<file path="config.mk">
export PLATFORM = sky130hd
export DESIGN_NAME = seg_scan_ctrl
export DESIGN_NICKNAME = d
export VERILOG_FILES = /design/src/rtl/seg_pkg.sv /design/src/rtl/hex_to_seg7.sv /design/src/rtl/seg_scan_ctrl.sv
export SDC_FILE = /design/constraint.sdc
export NUM_CORES = 1
export LEC_CHECK = 0
export ABC_CLOCK_PERIOD_IN_PS = 5250
export CELL_PAD_IN_SITES_DETAIL_PLACEMENT = 1
export CELL_PAD_IN_SITES_GLOBAL_PLACEMENT = 2
export CORE_MARGIN = 2
export CORE_UTILIZATION = 36
export CTS_BUF_LIST = sky130_fd_sc_hd__clkbuf_4 sky130_fd_sc_hd__clkbuf_8
export DETAILED_ROUTE_END_ITERATION = 8
export PLACE_DENSITY = 0.85
export SETUP_SLACK_MARGIN = 0.3
export SLEW_MARGIN = 20
export SYNTH_ARGS = -nofsm -noshare
export SYNTH_HDL_FRONTEND = slang
export SYNTH_SLANG_ARGS = --single-unit
</file>
<file path="constraint.sdc">
create_clock -name clk -period 5.25 [get_ports clk]
set_clock_uncertainty 0.1 [all_clocks]
set_input_delay 1.05 -clock clk [delete_from_list [all_inputs] [get_ports clk]]
set_output_delay 1.05 -clock clk [all_outputs]
set_load 0.01 [all_outputs]
</file>
<file path="src/rtl/seg_pkg.sv">
// Shared constants for the seven-segment scan path: blank patterns and hex decode table.
// Latency: none (constants only).
// Backpressure: none.
package seg_pkg;

  localparam logic [6:0] SEG_BLANK  = 7'b1111111;
  localparam logic [3:0] AN_OFF     = 4'b1111;
  localparam logic [4:0] BLANK_CODE = 5'b10000;

  // Active-low cathode patterns {g,f,e,d,c,b,a}, indexed by hex value.
  localparam logic [6:0] HEX_SEG_TAB [16] = '{
    7'b1000000, 7'b1111001, 7'b0100100, 7'b0110000,
    7'b0011001, 7'b0010010, 7'b0000010, 7'b1111000,
    7'b0000000, 7'b0010000, 7'b0001000, 7'b0000011,
    7'b1000110, 7'b0100001, 7'b0000110, 7'b0001110
  };

endpackage

</file>
<file path="src/rtl/hex_to_seg7.sv">
// Hex nibble to active-low seven-segment cathode pattern.
// Latency: purely combinational.
// Backpressure: none.
module hex_to_seg7
  import seg_pkg::*;
(
  input  logic [3:0] hex_dat,
  output logic [6:0] seg_dat
);

  // Table lookup into the shared decode constants.
  always_comb begin
    seg_dat = HEX_SEG_TAB[hex_dat];
  end

endmodule

</file>
<file path="src/rtl/seg_scan_ctrl.sv">
// Four-digit seven-segment scan controller with frame-aligned (tear-free) updates.
// Latency: an/seg registered, one cycle after the slot/counter state they reflect.
// Backpressure: none; upd requests merge and are applied at the next frame boundary.
module seg_scan_ctrl
  import seg_pkg::*;
#(
  parameter int TICK_DIV = 50000,
  parameter int CW       = 16
) (
  input  logic       clk,
  input  logic       rst,
  input  logic [4:0] seg0wr,
  input  logic [4:0] seg1wr,
  input  logic [4:0] seg2wr,
  input  logic [4:0] seg3wr,
  input  logic       upd,
  input  logic [3:0] dig_en,
  input  logic [2:0] duty,
  output logic [3:0] an,
  output logic [6:0] seg,
  output logic       frame_done,
  output logic       upd_pend
);

  logic [CW-1:0] cnt_q, cnt_d;
  logic [1:0]    slot_q, slot_d;
  logic          pend_q, pend_d;
  logic [4:0]    shadow_q [4];
  logic [4:0]    shadow_d [4];
  logic [3:0]    en_sh_q, en_sh_d;
  logic [2:0]    duty_sh_q, duty_sh_d;
  logic [3:0]    an_q, an_d;
  logic [6:0]    seg_q, seg_d;
  logic          frame_done_q, frame_done_d;

  logic          wrap;
  logic          last_slot;
  logic          boundary;
  logic [31:0]   thr;
  logic [4:0]    cur_code;
  logic [6:0]    dec_seg;
  logic          active;

  // Counter, slot rotation, pending request and frame-boundary capture.
  always_comb begin
    wrap         = (cnt_q == CW'(TICK_DIV - 1));
    last_slot    = (slot_q == 2'd3);
    boundary     = wrap && last_slot && (pend_q || upd);
    cnt_d        = wrap ? '0 : cnt_q + 1'b1;
    slot_d       = wrap ? slot_q + 2'd1 : slot_q;
    frame_done_d = wrap && last_slot;
    pend_d       = pend_q;
    shadow_d     = shadow_q;
    en_sh_d      = en_sh_q;
    duty_sh_d    = duty_sh_q;
    if (boundary) begin
      // Same-cycle upd is absorbed by the capture, so pend clears.
      pend_d      = 1'b0;
      shadow_d[0] = seg0wr;
      shadow_d[1] = seg1wr;
      shadow_d[2] = seg2wr;
      shadow_d[3] = seg3wr;
      en_sh_d     = dig_en;
      duty_sh_d   = duty;
    end else if (upd) begin
      pend_d = 1'b1;
    end
  end

  // On-window threshold from the latched duty: (duty+1)/8 of a slot; duty 7 yields TICK_DIV.
  always_comb begin
    thr = ((32'(duty_sh_q) + 32'd1) * 32'(TICK_DIV)) >> 3;
  end

  hex_to_seg7 u_dec (
    .hex_dat (cur_code[3:0]),
    .seg_dat (dec_seg)
  );

  // Drive the selected digit inside its on-window; cnt==0 stays dark to avoid ghosting.
  always_comb begin
    cur_code = shadow_q[slot_q];
    active   = en_sh_q[slot_q] && !cur_code[4] && (cnt_q != '0) && (32'(cnt_q) < thr);
    an_d     = active ? ~(4'b0001 << slot_q) : AN_OFF;
    seg_d    = active ? dec_seg : SEG_BLANK;
  end

  // State and output registers with synchronous reset.
  always_ff @(posedge clk) begin
    if (rst) begin
      cnt_q        <= '0;
      slot_q       <= 2'd0;
      pend_q       <= 1'b0;
      for (int i = 0; i < 4; i++) shadow_q[i] <= BLANK_CODE;
      en_sh_q      <= 4'b1111;
      duty_sh_q    <= 3'd7;
      an_q         <= AN_OFF;
      seg_q        <= SEG_BLANK;
      frame_done_q <= 1'b0;
    end else begin
      cnt_q        <= cnt_d;
      slot_q       <= slot_d;
      pend_q       <= pend_d;
      for (int i = 0; i < 4; i++) shadow_q[i] <= shadow_d[i];
      en_sh_q      <= en_sh_d;
      duty_sh_q    <= duty_sh_d;
      an_q         <= an_d;
      seg_q        <= seg_d;
      frame_done_q <= frame_done_d;
    end
  end

  assign an         = an_q;
  assign seg        = seg_q;
  assign frame_done = frame_done_q;
  assign upd_pend   = pend_q;

endmodule

</file>
==> flow_summary.json, run 1 <==
{
  "endpoint": "seg[3]",
  "cts_made_buffers": 9,
  "swShare_pct": 20.85,
  "start_util_pct": 36.54,
  "drtAntennaViolNets": 0,
  "port_buffers": 42,
  "yosysWarnings": 0,
  "synth_top_area_share_pct": 32.97,
  "viasPerCell": 5.118,
  "die_x_um": 102.9,
  "power.density_nw_per_um2": 212.1,
  "reg2reg_depth": 15,
  "synth_nets": 457,
  "hold_viol_final": 0,
  "finalSetupViolCount": 0,
  "drive_above_1_share_pct": 7.494,
  "r2r_setup_slack_ps": 770,
  "nets": 494,
  "synth_edf_count": 0,
  "worst_setup_path_end_kind": "register",
  "grt_usage_pct": 17.13,
  "slew_violations": 0,
  "final.period_utilization_pct": 85.26,
  "clock-root-buffer": "clkbuf_8",
  "timing.setup.tns_ps": 0,
  "crit_arrival_ps": 4560,
  "die_h_um": 102.9,
  "power_switching_uw": 186.3,
  "antenna_found_initial": 0,
  "cts-resized-gates": 0,
  "max-slew-margin-rel_pct": 56.47,
  "intPower_uw": 707.1,
  "pwr-share-seq_pct": 49.9,
  "drt-pass1-iter-count": 4,
  "globalplace.congestion": 0.8277,
  "drcViolationCount": 0,
  "synth_cell_types": 49,
  "placed_area_um2": 4020,
  "worstReg2RegStart": "duty_sh_q[0]",
  "rsz0062_at_grt": "false",
  "period_minus_slack_ps": 4476,
  "startpoint": "duty_sh_q[0]",
  "status": "completed",
  "drt_wl_total_um": 8410,
  "vias": 2866,
  "core_um2": 9639,
  "p_leak_nw": 1.749,
  "clk_path_buf_depth": 2,
  "ios": 43,
  "ys_ff_latch": 58,
  "tightest_slew_ps": 647.0,
  "dieArea_um2": 10590,
  "critPathMaxFanout": 11,
  "cp-start-kind": "register",
  "synth_top_area_cell": "dfxtp_1",
  "synthesis.area_um2": 3522,
  "r2r-end": "seg[3]",
  "grt_pass1_wl_um": 14170,
  "drt_iter0_markers": 101,
  "maxCapViolCount": 0,
  "area_growth_pct": 19.61,
  "crit_type": "register to register",
  "grt_max_degree": 39,
  "hold_buffers": 0,
  "rows": 36,
  "clk_pin_slew_ps": 70,
  "post_cts_buffers": 0,
  "clock_latency_ps": 330,
  "power.total_uw": 893.4,
  "crit_required_ps": 5340,
  "synth.area.top_cells": "dfxtp_1 33%, ha_1 15%, nor2_1 5.6%",
  "synth_flop_cell": "dfxtp_1",
  "wire_per_inst_um": 15.02,
  "comb_power_share_pct": 4.5,
  "syn-instance-count": 386,
  "ir_drop_uv": 148.8,
  "synth-seq-area-share_pct": 32.97,
  "p_clk_share_pct": 45.6,
  "stdcell_area_um2": 4213,
  "hold_class": "register to register",
  "fmax_mhz": 223.4,
  "dp_hpwl_um": 6368,
  "overflow": 0,
  "cts_tree": "done",
  "synth.avg_cell_area_um2": 9.125,
  "grt_pass1_vias": 2968,
  "async_reset_ff_share_pct": 0,
  "ctsHtreeMaxLevel": 3,
  "cts_num_sinks": 58,
  "antenna_cells": 0
}
routing by layer:
layer  GRT usage, %  part of all wire [%]
met1          21.16                    46
met4          5.972                   2.3
met5              0                     0
met2          29.87                    48
met3          3.186                   3.3
kinds of logic after synthesis:
logic type / Yosys count / synth area share [%]
AOI/OAI and AO/OA: 54 / 10.98
DFF: 58 / 32.97
adders and majority gates: 41 / 14.56
buffers and inverters: 51 / 6.607
muxes: 25 / 8.916
and+or+nand+nor: 124 / 17.30
xor gates and xnor gates: 33 / 8.668
stage by stage:
step                instances  hold WS [ps]  setup WS, ps  utilization, %
CTS                       560         361.2         779.8           43.70
global placement          545         343.1         987.1           41.71
floorplan                 386         326.2          1451               -
global route              560         380.3         353.3           43.70
finish                    560         355.7         774.1           43.70
detailed placement        545         345.4         804.7           41.71
state kept, by name, indices dropped and copies added, names as in the netlist:
signal	count
shadow_q	20
cnt_q	16
seg	7
an	4
en_sh_q	4
duty_sh_q	3
slot_q	2
frame_done	1
upd_pend	1
area by class of cell:
type	count	area, µm²
Inverter	33	123.9
Clock buffer	12	152.6
Sequential cell	58	1161
Multi-Input combinational cell	277	2133
Clock inverter	3	40.04
Timing Repair Buffer	44	435.4
Fill cell	1151	5426
Tap cell	133	166.4
critical path, cell delays in order, from the launching register on:
cell and delay, ps:
dfxtp_1 570, inv_1 210, ha_1 400, ha_1 240, xnor2_1 160, xnor2_1 390
ha_1 270, a21oi_1 80, o21ai_0 290, xnor2_1 170, ha_1 260, a211oi_1 240
o21ai_0 110, o221ai_1 180, a31o_1 470, o2111ai_1 180
worst min path at each step:
stage	from	end	slack, ps	cells after the start
after floorplan	shadow_q[14]	shadow_q[14]	330	1
after global placement	shadow_q[19]	shadow_q[19]	340	1
after detailed placement	shadow_q[9]	shadow_q[9]	350	1
after CTS	shadow_q[9]	shadow_q[9]	360	1
after global routing	en_sh_q[3]	en_sh_q[3]	380	1
final	shadow_q[9]	shadow_q[9]	360	1
Yosys cell counts (2+ instances only):
cell type  instances
nand4_1            3
nor3_1             7
nor4_1             5
xor2_1            11
nor3b_1            3
nand3_2            4
nand2b_1           3
and3_1             2
inv_1             33
mux4_2             5
a31oi_1            4
nand3_1           16
a32oi_1            3
o21ai_0            8
nor2_1            53
a211o_1           12
mux2i_1           19
a21oi_1           12
nand2_1           20
buf_2              9
buf_6              4
clkbuf_1           5
dfxtp_1           58
ha_1              41
xnor2_1           21
o221ai_1           2
placed cells by master, fill, tap and decap left out, types with 3 or more instances in the layout:
| cell type | Yosys | layout |
|---|---|---|
| clkdlybuf4s50_1 | 0 | 42 |
| xor2_1 | 11 | 11 |
| nand4_1 | 3 | 3 |
| dfxtp_1 | 58 | 58 |
| a21oi_1 | 12 | 12 |
| nand2b_1 | 3 | 3 |
| inv_1 | 33 | 33 |
| nor3_1 | 7 | 7 |
| nor2_1 | 53 | 53 |
| nand3_1 | 16 | 16 |
| nand2_1 | 20 | 20 |
| o21ai_0 | 8 | 8 |
| a211o_1 | 12 | 12 |
| nor4_1 | 5 | 5 |
| mux2i_1 | 19 | 19 |
| xnor2_1 | 21 | 21 |
| mux4_2 | 5 | 5 |
| clkbuf_8 | 0 | 10 |
| nand3_2 | 4 | 4 |
| ha_1 | 41 | 41 |
| a31oi_1 | 4 | 4 |
| a32oi_1 | 3 | 3 |
| nor3b_1 | 3 | 3 |
power by group through the flow:
stage / registers (mW) / clock network (mW) / logic [mW]
after CTS: 0.446 / 0.420 / 0.0415
after floorplan: 0.455 / 0 / 0.0141
after global placement: 0.456 / 0 / 0.0405
after detailed placement: 0.456 / 0 / 0.0413
final: 0.446 / 0.407 / 0.0406
after global routing: 0.446 / 0.438 / 0.0446
(Power assumes the default switching activity.)
==> run 2: changes to the inputs <==
--- a/config.mk
+++ b/config.mk
@@ -7,12 +7,12 @@
 export LEC_CHECK = 0
 export ABC_CLOCK_PERIOD_IN_PS = 5250
 export CELL_PAD_IN_SITES_DETAIL_PLACEMENT = 1
-export CELL_PAD_IN_SITES_GLOBAL_PLACEMENT = 2
+export CELL_PAD_IN_SITES_GLOBAL_PLACEMENT = 1
 export CORE_MARGIN = 2
-export CORE_UTILIZATION = 36
+export CORE_UTILIZATION = 44
 export CTS_BUF_LIST = sky130_fd_sc_hd__clkbuf_4 sky130_fd_sc_hd__clkbuf_8
 export DETAILED_ROUTE_END_ITERATION = 8
-export PLACE_DENSITY = 0.85
+export PLACE_DENSITY = 0.84
 export SETUP_SLACK_MARGIN = 0.3
 export SLEW_MARGIN = 20
 export SYNTH_ARGS = -nofsm -noshare
==> run 2 against run 1 <==
Core utilization grew 11 points. Count of clock-buffer cells in the layout did not move. Register-to-register slack about the same. Clock power rose by 19%. Maximum frequency fell by 0.11%. Global-route usage grew 4.3 points. Critical path depth increased by 2. Via count rose by 0.63%. Highest routed layer unchanged.
==> flow_summary.json, run 2 (synthesis results as in run 1) <==
{
  "hold_class": "register to register",
  "critPathMaxFanout": 11,
  "startpoint": "duty_sh_q[0]",
  "drtAntennaViolNets": 0,
  "slew_violations": 0,
  "finalSetupViolCount": 0,
  "endpoint": "an[3]",
  "post_cts_buffers": 0,
  "seqCellArea_um2": 1161,
  "hold_viol_final": 0,
  "ctsHtreeMaxLevel": 3,
  "stdcell_area_um2": 4219,
  "max-slew-margin-rel_pct": 60.95,
  "status": "completed",
  "drt_iter0_markers": 90,
  "grt_pass1_wl_um": 14590,
  "area_growth_pct": 19.79,
  "r2r-end": "an[3]",
  "ir_drop_uv": 144.7,
  "dp_hpwl_um": 6548,
  "clk_pin_slew_ps": 70,
  "tightest_slew_ps": 585.0,
  "rsz0062_at_grt": "false",
  "globalplace.congestion": 0.8011,
  "vias": 2884,
  "cts_made_buffers": 9,
  "grt_usage_pct": 21.47,
  "largest_reg_flops": 20,
  "clk_path_buf_depth": 2,
  "crit_required_ps": 5420,
  "placedCellCount": 514,
  "grt_pass1_vias": 3076,
  "worst_setup_path_end_kind": "register",
  "antenna_found_initial": 0,
  "maxCapViolCount": 0,
  "regMostFlops": "shadow_q",
  "final.period_utilization_pct": 85.35,
  "dieArea_um2": 8737,
  "timing.setup.tns_ps": 0,
  "drcViolationCount": 0,
  "hold_ws_ps": 366.3,
  "pwr-share-seq_pct": 45.9,
  "finalWorstSetupSlack_ps": 769.1,
  "die_h_um": 93.47,
  "p_clk_share_pct": 49.9,
  "core_um2": 7727,
  "stdcell_count": 530,
  "fmax_mhz": 223.2,
  "power.total_uw": 971.2,
  "crit_arrival_ps": 4650,
  "hold_buffers": 0,
  "period_minus_slack_ps": 4481,
  "multi_input_area_um2": 2133,
  "p_leak_nw": 1.765,
  "cts_num_sinks": 58,
  "swShare_pct": 20.35,
  "r2r_setup_slack_ps": 770,
  "nets": 494,
  "fin_util_pct": 54.60,
  "cp-start-kind": "register",
  "power_switching_uw": 197.7,
  "worstReg2RegStart": "duty_sh_q[0]",
  "cts-resized-gates": 0,
  "fill_cells": 908,
  "reg2reg_depth": 17,
  "post-place-ws_ps": 828.3,
  "wire_per_inst_um": 16.62,
  "start_util_pct": 45.58,
  "grt_max_degree": 39,
  "clock_latency_ps": 340,
  "placed_area_um2": 3981,
  "final_cell_mix": "58 x dfxtp_1, 53 x nor2_1, 42 x clkdlybuf4s50_1",
  "viasPerCell": 5.442,
  "rows": 32,
  "clock-root-buffer": "clkbuf_8",
  "cts_tree": "done",
  "overflow": 0,
  "power.density_nw_per_um2": 230.2,
  "comb_power_share_pct": 4.2,
  "port_buffers": 42,
  "crit_type": "register to register",
  "drt-pass1-iter-count": 4,
  "antenna_cells": 0,
  "intPower_uw": 773.5,
  "drive_above_1_share_pct": 7.710,
  "die_x_um": 93.47,
  "drt_wl_total_um": 8808,
  "ios": 43,
  "final_common_cell": "dfxtp_1"
}
[run 2: cell count changes in the layout (fill, tap and decap cells not counted)]
cell and delta:
clkbuf_8 +2, clkinv_2 -1, clkbuf_4 -2, clkinvlp_4 +1, bufinv_16 +1
[run 2: layer usage]
metal,routed length [µm],vias to the layer above,global-route usage (%),part of all wire (%)
met5,0,-,0,0
met4,91,0,5.882,1.0
met3,223,7,4.512,2.5
met2,4660,43,39.39,53
met1,3833,1419,25.10,44
li1,-,1415,-,-
[run 2: area by class of cell]
class / count / area share (%)
flip-flops and latches: 58 / 27.52
repair buffers: 44 / 10.32
clock buffers: 12 / 3.915
well taps: 102 / 3.025
clock inverters: 4 / 1.720
inverters: 33 / 2.936
multi-input cells: 277 / 50.56
[run 2: power groups by stage]
stage / combinational, mW / sequential (mW) / clock (mW)
2_1_floorplan: 0.0141 / 0.455 / 0
3_3_place_gp: 0.0402 / 0.456 / 0
3_5_place_dp: 0.0414 / 0.456 / 0
4_1_cts: 0.0415 / 0.446 / 0.492
5_1_grt: 0.0451 / 0.446 / 0.515
6_report: 0.0407 / 0.446 / 0.485
[run 2: how the worst min path moves through the flow]
stage | from | to | slack, ps | cells past startpoint
global route | shadow_q[9] | shadow_q[9] | 390 | 1
detailed placement | en_sh_q[3] | en_sh_q[3] | 350 | 1
global placement | shadow_q[19] | shadow_q[19] | 340 | 1
CTS | shadow_q[9] | shadow_q[9] | 370 | 1
floorplan | shadow_q[14] | shadow_q[14] | 330 | 1
finish | en_sh_q[0] | en_sh_q[0] | 370 | 1
[run 2: critical path, stage by stage (launching register included)]
cell and delay (ps):
dfxtp_1 430, ha_1 310, xnor2_1 400, ha_1 320
inv_1 60, ha_1 300, ha_1 350, a31oi_1 170
o31ai_1 110, a211o_1 280, a32oi_1 160, a21oi_1 100
ha_1 310, nand3_1 110, nor3_1 200, o221ai_1 150
a31o_1 370, nand3_1 160
==> run 3: changes to the inputs <==
--- a/config.mk
+++ b/config.mk
@@ -13,7 +13,6 @@
 export CTS_BUF_LIST = sky130_fd_sc_hd__clkbuf_4 sky130_fd_sc_hd__clkbuf_8
 export DETAILED_ROUTE_END_ITERATION = 8
 export PLACE_DENSITY = 0.84
-export SETUP_SLACK_MARGIN = 0.3
 export SLEW_MARGIN = 20
 export SYNTH_ARGS = -nofsm -noshare
 export SYNTH_HDL_FRONTEND = slang
==> results of run 3 <==
Final layout, timing and power as in run 2 (identical DEF).
==> edit: new RTL, settings of run 1 <==
Register the output `an` once more, cleared by the reset; this adds one clock of latency there. The other outputs are not delayed to match. Comments in the files are not updated.
--- a/src/rtl/seg_scan_ctrl.sv
+++ b/src/rtl/seg_scan_ctrl.sv
@@ -110,7 +110,13 @@
     end
   end
 
-  assign an         = an_q;
+  always_ff @(posedge clk) begin
+    if (rst) begin
+      an <= '0;
+    end else begin
+      an <= an_q;
+    end
+  end
   assign seg        = seg_q;
   assign frame_done = frame_done_q;
   assign upd_pend   = pend_q;
Behaviour: not the same (a bounded check fails within 4 cycles, from zero or initial values and one cycle with rst high).
==> edit against run 1 <==
  * Synthesized cell count decreased by 1.0%
  * Fmax increased by 2.4%
  * Count of clock-buffer cells in the layout decreased by 2
  * Cell count unchanged
  * Via count decreased by 2.7%
  * Utilization increased by 0.65 points
  * Total power increased by 11%
  * Final area increased by 2.0%
  * Routed wire length decreased by 2.4%
  * First-iteration DRC count decreased by 32%
  * Sequential cell count increased by 4
  * Worst setup slack improved by 100 ps
  * Area after synthesis increased by 1.2%
  * Critical path type unchanged
  * Critical endpoint is now seg[4]
  * Largest power group unchanged
==> edit: results (changes against run 1) <==
stage;metric;value;unit;change
synth;Post-synth top cells;dfxtp_1 (62), nor2_1 (53), ha_1 (41);;
clocking;Max clock buf depth;2;;unchanged
finish;Non-clock buffer share;10.14;%;-0.20 points
clocking;TritonCTS Buffers;9;;unchanged
setup_path;CP max stage delay;480;ps;-90 ps
power;Pleak;0.001795;uW;+2.6%
finish;flip-flop and latch area;0.001241;sq mm;+6.9%
drt;Iter 0 DRT Violations;69;;-32%
power;sequential power;478;uW;+7.2%
global_routing;initial antenna violation count;0;;unchanged
setup_path;Crit Path Class;reg -> reg;;
drt;met3 wire length;243;microns;-11%
finish;n_diodes;0;;unchanged
setup_path;cell family with most CP delay;adder cells;;
setup_path;CP max stage cell;a31o_1;;
drt;Vias;2788;;-2.7%
clocking;Sink Count;62;;+6.9%
synth;net count after synthesis;453;;-0.88%
finish;Clock-cell share;5.068;%;+0.49 points
placed_design;# port buffers;42;;unchanged
worst_hold_path;HP Start;an_q[3];;
power;Internal Power;774.9;uW;+9.6%
finish;multi-input logic area;0.002118;sq mm;-0.70%
global_routing;global-route usage over all layers;16.22;%;-0.91 points
drt;Wirelength per Cell;14.66;microns;-2.4%
finish;comb_multi_in;274;;-1.1%
placed_design;Detailed Place HPWL;6080;microns;-4.5%
synth;Synth area leaders;dfxtp_1 (35%), ha_1 (14%), nor2_1 (5.6%);;
finish;layout cell share with drive strength beyond 1;7.963;%;+0.47 points
global_routing;largest net degree at the start of global routing;39;;unchanged
clocking;CTS Root Cell;clkbuf_8;;
synth;Synth Warn #;0;;unchanged
power;combinational power;46.1;uW;+14%
synth;share of flip-flops with an asynchronous set or reset;0;%;unchanged
setup_path;Arr. time, crit path;4480;ps;-80 ps
run_status;status;finished clean;;
global_routing;first-pass GRT wire length;13480;microns;-4.9%
synth;Seq/Total Area, Yosys;34.83;%;+1.9 points
finish;inverter count;31;;-6.1%
finish;number of clock buffers in the layout;10;;-2
drt;routed wl met2;3725;microns;-8.5%
synth;Yosys top cell area share;34.83;%;+1.9 points
sta;Slew @ Worst Pin;598.1;ps;-48.89 ps
placed_design;gpl congestion;0.7977;;-3.6%
finish;fin nets;493;;-0.20%
setup_path;worst reg2reg setup slack;880;ps;+100 ps
clocking;postcts setup bufs;0;;unchanged
drt;Routed met1 length;4114;microns;+6.4%
sta;hold slack;342.0;ps;-13.75 ps
worst_hold_path;Hold EP;an[3];;
setup_path;Worst R2R End;seg[4];;
setup_path;worst reg-to-reg path cell count;17;;+2
finish;fillers;1119;;-2.8%
synth;Unique masters post-synth;50;;+2.0%
power;peak supply drop;0.0001310;V;-12%
## edit: metrics by stage
step	power, uW	worst slack, ps	instance area (sq um)	cells
2_1_floorplan	504.0	1458	3563	382
3_3_place_gp	534.5	965.8	4078	544
3_5_place_dp	535.4	849.4	4078	544
4_1_cts	1006	856.1	4295	560
5_1_grt	1027	473.5	4295	560
6_report	991.1	877.8	4295	560
## edit: kinds of logic (layout without fill, tap and decap cells)
| kind of cell | count (synthesis) | in the layout | synth area share, % |
|---|---|---|---|
| flops | 62 | 62 | 34.83 |
| mux | 23 | 23 | 8.251 |
| fa+ha+maj | 41 | 41 | 14.40 |
| compound gates | 52 | 52 | 10.64 |
| xor+xnor | 33 | 33 | 8.567 |
| simple gates | 125 | 125 | 17.59 |
| buf+inv | 46 | 91 | 5.723 |
## edit: per-layer routing
layer,up-vias,track usage (%)
li1,1407,-
met1,1325,21.97
met2,45,25.51
met3,11,3.629
met4,0,5.567
met5,-,0
